**src/rtl/store_unit_gen_pkg.sv**
```systemverilog
// Shared types and helpers for the store/AMO front end.
// Holds AMO encodings, store sizes, FSM states, byte-enable and data-align helpers.
package store_unit_gen_pkg;

  typedef enum logic [3:0] {
    AMO_NONE = 4'd0,
    AMO_LR   = 4'd1,
    AMO_SC   = 4'd2,
    AMO_SWAP = 4'd3,
    AMO_ADD  = 4'd4,
    AMO_AND  = 4'd5,
    AMO_OR   = 4'd6,
    AMO_XOR  = 4'd7,
    AMO_MAX  = 4'd8,
    AMO_MAXU = 4'd9,
    AMO_MIN  = 4'd10,
    AMO_MINU = 4'd11
  } amo_t;

  typedef enum logic [1:0] {
    ST_B = 2'd0,
    ST_H = 2'd1,
    ST_W = 2'd2,
    ST_D = 2'd3
  } st_size_e;

  typedef enum logic [1:0] {
    IDLE             = 2'd0,
    VALID            = 2'd1,
    WAIT_TRANSLATION = 2'd2,
    WAIT_READY       = 2'd3
  } st_state_e;

  localparam logic [5:0] ST_MISALIGNED_CAUSE = 6'd6;

  // Computed at 8 lanes; a 32-bit datapath uses the low 4.
  function automatic logic [7:0] be_gen(
    input logic [1:0] size,
    input logic [2:0] off
  );
    logic [7:0] m;
    unique case (size)
      2'd0:    m = 8'h01;
      2'd1:    m = 8'h03;
      2'd2:    m = 8'h0F;
      default: m = 8'hFF;
    endcase
    return m << off;
  endfunction

  // Rotate left by off bytes within the active XLEN.
  function automatic logic [63:0] data_rotate(
    input logic [63:0] data,
    input logic [2:0]  off,
    input logic        x32
  );
    logic [63:0] r;
    logic [5:0]  s32;
    logic [6:0]  s64;
    s32 = {1'b0, off[1:0], 3'b000};
    s64 = {1'b0, off, 3'b000};
    r = '0;
    if (x32) begin
      r[31:0] = (data[31:0] << s32) |
                (data[31:0] >> (6'd32 - s32));
    end else begin
      r = (data << s64) | (data >> (7'd64 - s64));
    end
    return r;
  endfunction

endpackage

```
**src/rtl/store_unit_gen_amo_queue.sv**
```systemverilog
// FIFO of AMO entries; flush drops all but the presented head.
// Ports: push/din/full in, valid/ready/dout out, flush_keep_head.
module store_unit_gen_amo_queue #(
  parameter int unsigned DW        = 8,
  parameter int unsigned AMO_DEPTH = 2
) (
  input  logic          clk_i,
  input  logic          rst_ni,
  input  logic          flush_keep_head,
  input  logic          push,
  input  logic [DW-1:0] din,
  output logic          full,
  output logic          valid,
  input  logic          ready,
  output logic [DW-1:0] dout
);

  localparam int unsigned PW =
    (AMO_DEPTH > 1) ? $clog2(AMO_DEPTH) : 1;
  localparam int unsigned CW = $clog2(AMO_DEPTH + 1);

  logic [DW-1:0] mem_q [AMO_DEPTH];
  logic [PW-1:0] rd_q;
  logic [PW-1:0] wr;
  logic [CW-1:0] cnt_q;
  logic          pop;
  logic          push_ok;

  function automatic logic [PW-1:0] wrap(
    input logic [PW-1:0] p,
    input logic [CW-1:0] n
  );
    int unsigned s;
    s = 32'(p) + 32'(n);
    if (s >= AMO_DEPTH) s = s - AMO_DEPTH;
    return PW'(s);
  endfunction

  assign valid   = cnt_q != '0;
  assign full    = cnt_q == CW'(AMO_DEPTH);
  assign pop     = valid && ready;
  // A full queue still takes a push when its head leaves.
  assign push_ok = push && !flush_keep_head &&
                   (!full || pop);
  assign wr      = wrap(rd_q, cnt_q);
  assign dout    = valid ? mem_q[rd_q] : '0;

  always_ff @(posedge clk_i) begin
    if (push_ok) mem_q[wr] <= din;
  end

  always_ff @(posedge clk_i or negedge rst_ni) begin
    if (!rst_ni) begin
      rd_q  <= '0;
      cnt_q <= '0;
    end else begin
      if (pop) rd_q <= wrap(rd_q, CW'(1));
      if (flush_keep_head) begin
        cnt_q <= (valid && !pop) ? CW'(1) : '0;
      end else begin
        cnt_q <= cnt_q + CW'(push_ok) - CW'(pop);
      end
    end
  end

endmodule

```
**src/rtl/store_unit_gen.sv**
```systemverilog
// Store/AMO front end: translate, align, hand off to SB or AMO queue.
// Ports: request/pop, tlb req/resp, sb and amo handshakes, writeback.
module store_unit_gen
  import store_unit_gen_pkg::*;
#(
  parameter int unsigned XLEN          = 64,
  parameter int unsigned VLEN          = 39,
  parameter int unsigned PLEN          = 56,
  parameter int unsigned TRANS_ID_BITS = 3,
  parameter int unsigned AMO_DEPTH     = 2
) (
  input  logic                     clk_i,
  input  logic                     rst_ni,
  input  logic                     flush_i,
  input  logic                     valid_i,
  input  logic [1:0]               size_i,
  input  logic                     is_amo_i,
  input  logic [3:0]               amo_op_i,
  input  logic [VLEN-1:0]          vaddr_i,
  input  logic [XLEN-1:0]          data_i,
  input  logic [TRANS_ID_BITS-1:0] trans_id_i,
  output logic                     pop_o,
  output logic                     translation_req_o,
  output logic [VLEN-1:0]          vaddr_o,
  input  logic [PLEN-1:0]          paddr_i,
  input  logic                     tlb_hit_i,
  input  logic                     tlb_ex_valid_i,
  input  logic [5:0]               tlb_ex_cause_i,
  output logic                     sb_valid_o,
  input  logic                     sb_ready_i,
  output logic [PLEN-1:0]          sb_paddr_o,
  output logic [XLEN-1:0]          sb_data_o,
  output logic [XLEN/8-1:0]        sb_be_o,
  output logic [1:0]               sb_size_o,
  output logic                     amo_valid_o,
  input  logic                     amo_ready_i,
  output logic [3:0]               amo_op_o,
  output logic [PLEN-1:0]          amo_paddr_o,
  output logic [XLEN-1:0]          amo_data_o,
  output logic [1:0]               amo_size_o,
  output logic                     valid_o,
  output logic [TRANS_ID_BITS-1:0] trans_id_o,
  output logic                     ex_valid_o,
  output logic [5:0]               ex_cause_o,
  output logic [VLEN-1:0]          ex_tval_o
);

  localparam int unsigned NB   = XLEN / 8;
  localparam int unsigned OFFW = $clog2(NB);
  localparam int unsigned QW   = 4 + PLEN + XLEN + 2;

  typedef struct packed {
    logic                     ex;
    logic [5:0]               cause;
    logic [VLEN-1:0]          tval;
    logic                     amo;
    logic [3:0]               op;
    logic [PLEN-1:0]          paddr;
    logic [XLEN-1:0]          data;
    logic [NB-1:0]            be;
    logic [1:0]               size;
    logic [TRANS_ID_BITS-1:0] id;
  } s1_t;

  st_state_e     state_q, state_d;
  s1_t           s1_q, s1_d;
  logic          s1_full;
  logic          drain;
  logic          push;
  logic          can_acc;
  logic          load;
  logic          mis;
  logic          q_full;
  logic          q_can_push;
  logic [2:0]    off;
  logic [7:0]    be8;
  logic [63:0]   rot;
  logic [QW-1:0] q_din;
  logic [QW-1:0] q_dout;

  assign vaddr_o = vaddr_i;
  assign off     = 3'(vaddr_i[OFFW-1:0]);
  assign be8     = be_gen(size_i, off);
  assign rot     = data_rotate(64'(data_i), off,
                               XLEN == 32);

  always_comb begin
    mis = 1'b0;
    unique case (size_i)
      2'd0: mis = 1'b0;
      2'd1: mis = vaddr_i[0];
      2'd2: mis = |vaddr_i[1:0];
      // Doublewords do not exist on a 32-bit datapath.
      default: mis = (XLEN == 32) || (|vaddr_i[2:0]);
    endcase
  end

  assign s1_full = (state_q == VALID) ||
                   (state_q == WAIT_READY);
  assign q_can_push = !q_full ||
                      (amo_valid_o && amo_ready_i);

  always_comb begin
    drain      = 1'b0;
    push       = 1'b0;
    sb_valid_o = 1'b0;
    if (s1_full && !flush_i) begin
      unique case (1'b1)
        s1_q.ex:  drain = 1'b1;
        s1_q.amo: begin
          push  = q_can_push;
          drain = q_can_push;
        end
        default: begin
          sb_valid_o = 1'b1;
          drain      = sb_ready_i;
        end
      endcase
    end
  end

  always_comb begin
    can_acc = valid_i && !flush_i &&
              (!s1_full || drain);
    load    = can_acc &&
              (mis || tlb_ex_valid_i || tlb_hit_i);
    translation_req_o = can_acc;
    pop_o             = load;
    valid_o           = drain;
    ex_valid_o        = drain && s1_q.ex;

    state_d = IDLE;
    if (flush_i)                 state_d = IDLE;
    else if (load)               state_d = VALID;
    else if (can_acc)            state_d = WAIT_TRANSLATION;
    else if (s1_full && !drain)  state_d = WAIT_READY;
    else                         state_d = IDLE;

    s1_d = s1_q;
    if (load) begin
      s1_d.ex    = mis || tlb_ex_valid_i;
      s1_d.cause = mis ? ST_MISALIGNED_CAUSE
                       : tlb_ex_cause_i;
      s1_d.tval  = vaddr_i;
      s1_d.amo   = is_amo_i && !(mis || tlb_ex_valid_i);
      s1_d.op    = amo_op_i;
      s1_d.paddr = paddr_i;
      s1_d.data  = is_amo_i ? data_i : rot[XLEN-1:0];
      s1_d.be    = be8[NB-1:0];
      s1_d.size  = size_i;
      s1_d.id    = trans_id_i;
    end
  end

  always_ff @(posedge clk_i or negedge rst_ni) begin
    if (!rst_ni) begin
      state_q <= IDLE;
      s1_q    <= '0;
    end else begin
      state_q <= state_d;
      s1_q    <= s1_d;
    end
  end

  assign sb_paddr_o = s1_q.paddr;
  assign sb_data_o  = s1_q.data;
  assign sb_be_o    = s1_q.be;
  assign sb_size_o  = s1_q.size;
  assign trans_id_o = s1_q.id;
  assign ex_cause_o = s1_q.cause;
  assign ex_tval_o  = s1_q.tval;

  assign q_din = {s1_q.op, s1_q.paddr,
                  s1_q.data, s1_q.size};
  assign {amo_op_o, amo_paddr_o,
          amo_data_o, amo_size_o} = q_dout;

  store_unit_gen_amo_queue #(
    .DW        (QW),
    .AMO_DEPTH (AMO_DEPTH)
  ) u_amo_queue (
    .clk_i           (clk_i),
    .rst_ni          (rst_ni),
    .flush_keep_head (flush_i),
    .push            (push),
    .din             (q_din),
    .full            (q_full),
    .valid           (amo_valid_o),
    .ready           (amo_ready_i),
    .dout            (q_dout)
  );

endmodule

```
**config.mk**
```make
export PLATFORM = sky130hd
export DESIGN_NAME = store_unit_gen
export DESIGN_NICKNAME = d
export VERILOG_FILES = /design/src/rtl/store_unit_gen_pkg.sv /design/src/rtl/store_unit_gen_amo_queue.sv /design/src/rtl/store_unit_gen.sv
export SDC_FILE = /design/constraint.sdc
export NUM_CORES = 1
export LEC_CHECK = 0
export ABC_AREA = 1
export CORE_MARGIN = 4
export CORE_UTILIZATION = 35
export DETAILED_ROUTE_END_ITERATION = 6
export PLACE_DENSITY = 0.69
export SETUP_SLACK_MARGIN = 0.05
export SYNTH_ARGS = -nofsm -noshare
export SYNTH_HDL_FRONTEND = slang
export SYNTH_SLANG_ARGS = --single-unit
```
**constraint.sdc**
```tcl
create_clock -name clk_i -period 6.42 [get_ports clk_i]
set_input_delay 1.605 -clock clk_i [delete_from_list [all_inputs] [get_ports clk_i]]
set_output_delay 1.605 -clock clk_i [all_outputs]
set_load 0.1 [all_outputs]
```
==> results of run 1 <==
[worst max-delay path, cell delays in order]
cell and delay [ns]:
buf_2 0.09, buf_4 0.58, nand2_1 0.17, nand2_1 0.11, nand2_1 0.10, nand4_1 0.27
nand3_4 0.44, inv_4 0.21, buf_12 0.19
[per-stage QoR]
stage               util, %  instance area (um2)  setup TNS (ns)  total power [W]  setup slack (ns)
floorplan                 -                22100         -332.52          0.00933             -1.32
global placement       42.7                26500               0           0.0110             0.925
detailed placement     42.7                26500               0           0.0110             0.957
CTS                    45.3                28100               0           0.0139             0.953
global route           45.3                28100               0           0.0142             0.825
finish                 45.3                28100               0           0.0137              1.03
[cell usage after synthesis]
library cell  count
o31ai_1           1
xnor2_1           2
nor2_2            1
xor2_1            2
nor2_8            1
buf_2            51
buf_1            16
clkbuf_1         70
ha_1              4
inv_1            26
buf_4           230
or2_2            22
a21oi_2           1
nand3_1         366
nand2_2           1
a21boi_0          1
buf_6             1
a21oi_1         144
nand3_2           2
nand4_1           7
nand2_1        1068
inv_2             7
a22oi_1           2
nand3b_1          1
nand4_2           1
o21ai_0          48
a31oi_1           1
clkinv_1          1
o21ai_1           6
edfxtp_1        252
nor2_1           55
dfrtp_1         188
nor4_1            1
[sequential cells by signal, summed over array words and instances, names as in the netlist]
signal / count
u_amo_queue.mem_q: 252
sb_data_o: 64
sb_paddr_o: 56
ex_tval_o: 39
sb_be_o: 8
ex_cause_o: 6
q_din: 4
trans_id_o: 3
s1_q: 2
sb_size_o: 2
u_amo_queue.cnt_q: 2
state_q: 1
u_amo_queue.rd_q: 1
[where the power goes]
part / leakage [nW] / switching, W / internal, W / total [W]
registers: 4.64 / 0.000334 / 0.00337 / 0.00370
clock network: 0.793 / 0.00116 / 0.00169 / 0.00285
logic: 6.55 / 0.00574 / 0.00145 / 0.00719
[per-layer routing]
layer | track usage, % | vias up | share of wire [%]
met5 | 0 | - | 0.052
met4 | 7.47 | 6 | 3.4
met3 | 5.05 | 141 | 8.8
met2 | 33.2 | 887 | 47
met1 | 27.7 | 8705 | 41
li1 | - | 8805 | -
[worst paths after layout]
path                                       from                   endpoint  slack [ns]  cells after the start
min in group asynchronous                rst_ni              ex_tval_o[31]        1.05                      1
max                                  vaddr_i[0]                      pop_o        1.03                      9
max in group asynchronous                rst_ni           u_amo_queue.rd_q        4.15                      2
min reg2reg                          q_din[124]  u_amo_queue.mem_q[0][124]        0.47                      0
max reg2reg                u_amo_queue.cnt_q[0]              sb_data_o[25]        3.48                      8
min                                  q_din[124]  u_amo_queue.mem_q[0][124]        0.47                      0
[cell type report]
type | instances | area [um2]
well taps | 837 | 1050
clock buffers | 66 | 1320
repair buffers | 563 | 5590
fillers | 5946 | 34000
diodes | 5 | 12.5
clock inverters | 24 | 295
flip-flops and latches | 440 | 12300
inverters | 34 | 133
multi-input cells | 1738 | 7470
[placed cells by master, fill, tap and decap left out, drive strengths merged, types with 2 or more instances in the layout]
master,n
a21oi,145
a22oi,2
buf,66
bufinv,6
clkbuf,67
clkdlybuf4s50,496
clkinv,16
dfrtp,188
diode,5
edfxtp,252
ha,4
inv,35
nand2,1069
nand3,368
nand4,8
nor2,57
o21ai,54
or2,22
xnor2,2
xor2,2
[kinds of logic after synthesis]
kind of cell    count (synthesis)  share of synthesized area, %
compound gates                204                          4.68
xor+xnor                        4                         0.158
fa+ha+maj                       4                         0.226
buf+inv                       402                          11.0
flops                         440                          55.4
simple gates                 1526                          28.5
==> results.md, run 1 <==
- The global-route total usage across every layer is between 20% and 30%.
- The final-report hold violation count was 0.
- The initial utilization of the core area, before any placement, comes to between 30 and 40%.
- The kind of capture point of the worst setup path is an output pin.
- The worst hold margin is 0.470 ns.
- The core footprint is a little over 60000 um2.
- The count of buffers from port buffering is about 530.
- Setup repair after global routing left no endpoint under its margin.
- The run finished with clean final reports.
- IR analysis of the VDD net gives a maximum drop of approximately 0.00046 V.
- The half-perimeter wire length after placement is a little under 50 mm.
- Synthesis instantiated 33 different standard cells from the library.
- Setup violations remaining at the end of the flow were counted as 0.
- For this run, design rule violations remaining after detail routing come to 0.
- The number of setup buffers added after CTS is 0.
- Entering global routing, the biggest net connects 140 pins.
- The largest total area in the synthesized netlist belongs to edfxtp_1.
- The count of hold buffers inserted by post-cts repair is 0.
- The count of warnings emitted by yosys is 0.
- The final-report max-slew violation count is 0.
- From synthesis to final layout, the design area changed by 27.1%.
- The layout cell share with drive strength beyond 1 is ~6.3%.
- The tightest min-delay check is of the flip-flop to flip-flop type.
- The via count of the first global-routing pass is between 15000 and 20000.
- The final critical delay including setup and external delays is 5.39 ns.
- The count of vias placed by the detailed router is 18500.
- Clock tree synthesis inserted a total of 49 buffers.
- In this run the count of I/O pins placed on the die edge is around 530.
- Measured along the y axis, the die boundary spans about 260 um.
- The net count of the mapped netlist is ~2800.
- Wires add up to between 70 and 80 mm.
- The clock transition at the register clock pins on the worst setup and hold paths after CTS is 0.05 ns.
- The per-cell routed wire length is 19.7 um.
- Synthesis produced between 2000 and 3000 cells.
- Summed over its instances, the top area cell type makes up about a third of the synthesized netlist area.
- The largest fanout on the critical path is 67.
- Once the clock tree was built, the resizer swapped 0 gates to a different size.
- The sequential cell area fraction in the yosys report is 55.4%.
- The congestion estimate from routability-driven global placement came to approximately 0.88.
- At the later pin of the worst-skew pair, clock insertion delay measures 0.59 ns.
- The number of nets still failing antenna checks after routing is 0.
- The average instance in the mapped netlist occupies ~8.6 um2.
- Timing would allow up to around 190 MHz.
- Excluding fillers, the count of instances in the completed layout stands at about 3700.
- The per-cell via count in the routed design is between 5 and 6.
- The number of violations reported at the end of detailed-routing iteration 0 is 2161.
- The root buffer cell is clkbuf_16.
- The setup path with the least slack is of type primary input to output pin.
- The chip width is 260 um.
- Of the available clock period, the critical path in the final layout requires between 80 and 90%.
- The total global routing overflow is 0.
- The clock tree from TritonCTS is yes.
- The startpoint class of the critical path is a primary input.
- In this run, placement finished with an instance count of around 3600.
- The number of antenna violations at the first check in global routing is 8.
- The worst relative slew slack is around 24%.
- The leakage component of the power is 12.0 nW.
- The cell area that synthesis handed to floorplanning was approximately 22000 um2.
- The net count of the finished layout is approximately 3000.
- Ranked by total cell area, the synthesized netlist is headed by edfxtp_1 (34%), dfrtp_1 (21%), nand2_1 (18%).
- The worst-margin pin slew is 1.14 ns.
- The worst path arrival time is roughly 3.8 ns.
- The worst clock skew is roughly 0.027 ns.
- The level count of the clock H-tree is 2.
- The required time of the worst setup path is just under 5 ns.
- The number of standard-cell rows in the floorplan is slightly above 90.
- In this run the power density over the cells is ~500 nW/um2.
- Counting along the longest clock path gives a buffer depth of 3.
- Max-cap violations in this run came to 0.
- The first-pass detailed-route iteration total is 6.
- The first-pass GRT wire length is 109 mm.
- The die covers just under 70000 um2.
- The number of sinks driven by the clock tree is 440.
- The number of synthesized register bits is 440.
(Power assumes the default switching activity.)
==> run 2: changes to the inputs <==
Settings changed: PLACE_DENSITY 0.69 to 0.67.
Clock period 6.42 ns to 5.5 ns, I/O delays scaled along.
==> run 2 against run 1 <==
  * Register-to-register slack lost 0.69 ns
  * Power increased by 16%
  * Largest power group unchanged
  * Combinational power up 14%
  * Critical path depth is 1 lower
  * Clock skew fell by 0.019 ns
  * Utilization decreased by 0.56 points
  * Via count is 0.23% higher
  * Flip-flop and latch count unchanged
  * Count of clock-buffer cells in the layout shrank 8
  * Critical endpoint unchanged
==> results.md, run 2 (synthesis results as in run 1) <==
- After clock tree synthesis, the clock-pin slew on the worst setup and hold paths is 0.06 ns.
- The final critical path takes up about four fifths of the cycle.
- The number of antenna violations at the first check in global routing is 6.
- The per-cell routed wire length is 20.2 um.
- The global-route total usage across every layer is 21.2%.
- Counting the fill cells in the layout gives between 6000 and 7000.
- The first routing iteration left about 2300 violations.
- The routed layout has around 19000 vias.
- The clock tree from TritonCTS is yes.
- The worst-margin pin slew is between 1 and 1.5 ns.
- The floorplan step set the die height to 260 um.
- The type of the most critical hold path is flip-flop to flip-flop.
- The top cell types in the final layout, fill and taps aside, are nand2_1 (1068), nand3_1 (366), clkdlybuf4s50_1 (357).
- The maximum vdd drop is between 0.0005 and 0.0006 V.
- The die covers between 60000 and 70000 um2.
- Setup repair after global routing left no endpoint under its margin.
- The worst clock skew is 0.00800 ns.
- Headroom to the max-slew limit came out at between 10% and 20%.
- The deepest clock path buffer count is 3.
- The maximum clock rate is roughly 220 MHz.
- Setup total negative slack on the finished layout was measured at 0 ns.
- The layout net count is approximately 3000.
- The startpoint class of the critical path is a primary input.
- The number of buffers added by the clock tree synthesis step is 50.
- The total global routing overflow is 0.
- The worst path arrival time is slightly above 3 ns.
- The library cell used most frequently in the layout, excluding fill and tap cells, is nand2_1.
- In this run, post-CTS hold repair placed 0 buffers.
- Cells with a size suffix above 1 make up between 10% and 20% of the layout.
- The total power is around 0.016 W.
- The flow ran to the end, and the final reports show no timing, DRC or antenna violations.
- The leakage component of the power is between 10 and 15 nW.
- The number of nets still failing antenna checks after routing is 0.
- The clock net in this run drives a total of 440 sinks.
- The number of maximum-capacitance violations is 0.
- The worst setup path is captured at an output pin.
- CTS placed an instance of clkbuf_16 at the clock tree root.
- The floorplan has 91 rows.
- The residual DRC count is 0.
- Once the clock tree was built, the setup fixing pass inserted 0 buffers.
- The number of top-level pins is roughly 530.
- The count of cells resized by post-cts repair is 0.
- The final-report hold violation count is 0.
- The final-report max-slew violation count is 0.
- The required time of the worst setup path is slightly above 4 ns.
- The count of endpoints failing setup in the final report is 0.
- The routability-driven placement congestion ratio is around 0.92.
- The final critical delay including setup and external delays is roughly 4.5 ns.
- After legalization and detailed placement, the total HPWL measured ~51 mm.
- The register with the most flip-flops in the layout has roughly 250 of them.
- The pin count of the biggest net entering global routing is 230.
- The worst hold margin is roughly 0.46 ns.
- Along the worst path, the maximum fanout reaches 5.
- For this configuration, the core starts out at a cell density of ~36%.
- The first-pass detailed-route iteration total is 7.
- The area growth from synthesis to final layout is 25.5%.
- The critical path is of the primary input to output pin type.
- Power spread over the standard cell area amounts to about 570 nW/um2.
- The routed design has between 70 and 80 mm of wire.
- The register containing the most flip-flops in the final layout is u_amo_queue.mem_q.
- Measured along the x axis, the die boundary spans 260 um.
- The floorplan step defined a core boundary enclosing 62200 um2.
- In the routed layout, each cell is associated on average with a via count of 5.02.
- The count of buffers from port buffering is roughly 530.
- The via count of the first global-routing pass was between 15000 and 20000.
- The sequential cell area is ~12000 um2.
- The H-tree was split into 2 levels.
- The later pin in the worst-skew pair is clocked with a latency of ~0.58 ns.
- The area of the multi-input gates is between 7000 and 8000 um2.
- The first-pass GRT wire length is 111 mm.
-- run 2: critical path, cell delays in order --
cell and delay, ns:
clkdlybuf4s50_1 0.48, inv_1 0.15, nand2_1 0.09, nand2_1 0.12
nand4_1 0.37, nand3_4 0.26, inv_4 0.08, buf_12 0.17
-- run 2: metal layers --
layer | routed length [um] | share of wire (%) | up-vias | GRT usage [%]
li1 | - | - | 8795 | -
met1 | 31900 | 43 | 8746 | 29.9
met2 | 34800 | 46 | 935 | 33.5
met3 | 6260 | 8.4 | 111 | 4.01
met4 | 1930 | 2.6 | 0 | 6.21
met5 | 0 | 0 | - | 0
-- run 2: path summary, 6_finish.rpt --
path	slack [ns]	cells past startpoint	start	to
min in group asynchronous	0.79	1	rst_ni	sb_paddr_o[1]
worst min register to register	0.46	0	q_din[124]	u_amo_queue.mem_q[0][124]
worst max register to register	2.79	4	u_amo_queue.rd_q	u_amo_queue.mem_q[1][55]
max in group asynchronous	3.63	2	rst_ni	u_amo_queue.rd_q
worst max-delay path	1.02	8	size_i[1]	pop_o
worst min-delay path	0.46	0	q_din[124]	u_amo_queue.mem_q[0][124]
-- run 2: layout make-up --
type	instances	area share, %
Sequential cell	440	44.2
Multi-Input combinational cell	1738	26.9
Timing Repair Buffer	559	18.8
Clock buffer	58	4.72
Tap cell	837	3.77
Clock inverter	34	1.23
Inverter	34	0.477
Antenna cell	3	0.0270
-- run 2: where the power goes --
part / switching (W) / leakage (nW) / internal, W
combinational: 0.00669 / 6.74 / 0.00154
clock: 0.00136 / 0.810 / 0.00199
sequential: 0.000428 / 4.64 / 0.00393
-- run 2: through the flow --
stage / util, % / cell area, um2 / worst slack [ns] / std cells
floorplan: - / 22100 / -2.01 / 2580
global placement: 42.0 / 26100 / 0.990 / 3608
detailed placement: 42.0 / 26100 / 0.989 / 3608
CTS: 44.7 / 27800 / 0.983 / 3700
global route: 44.7 / 27800 / 0.886 / 3703
finish: 44.7 / 27800 / 1.02 / 3703
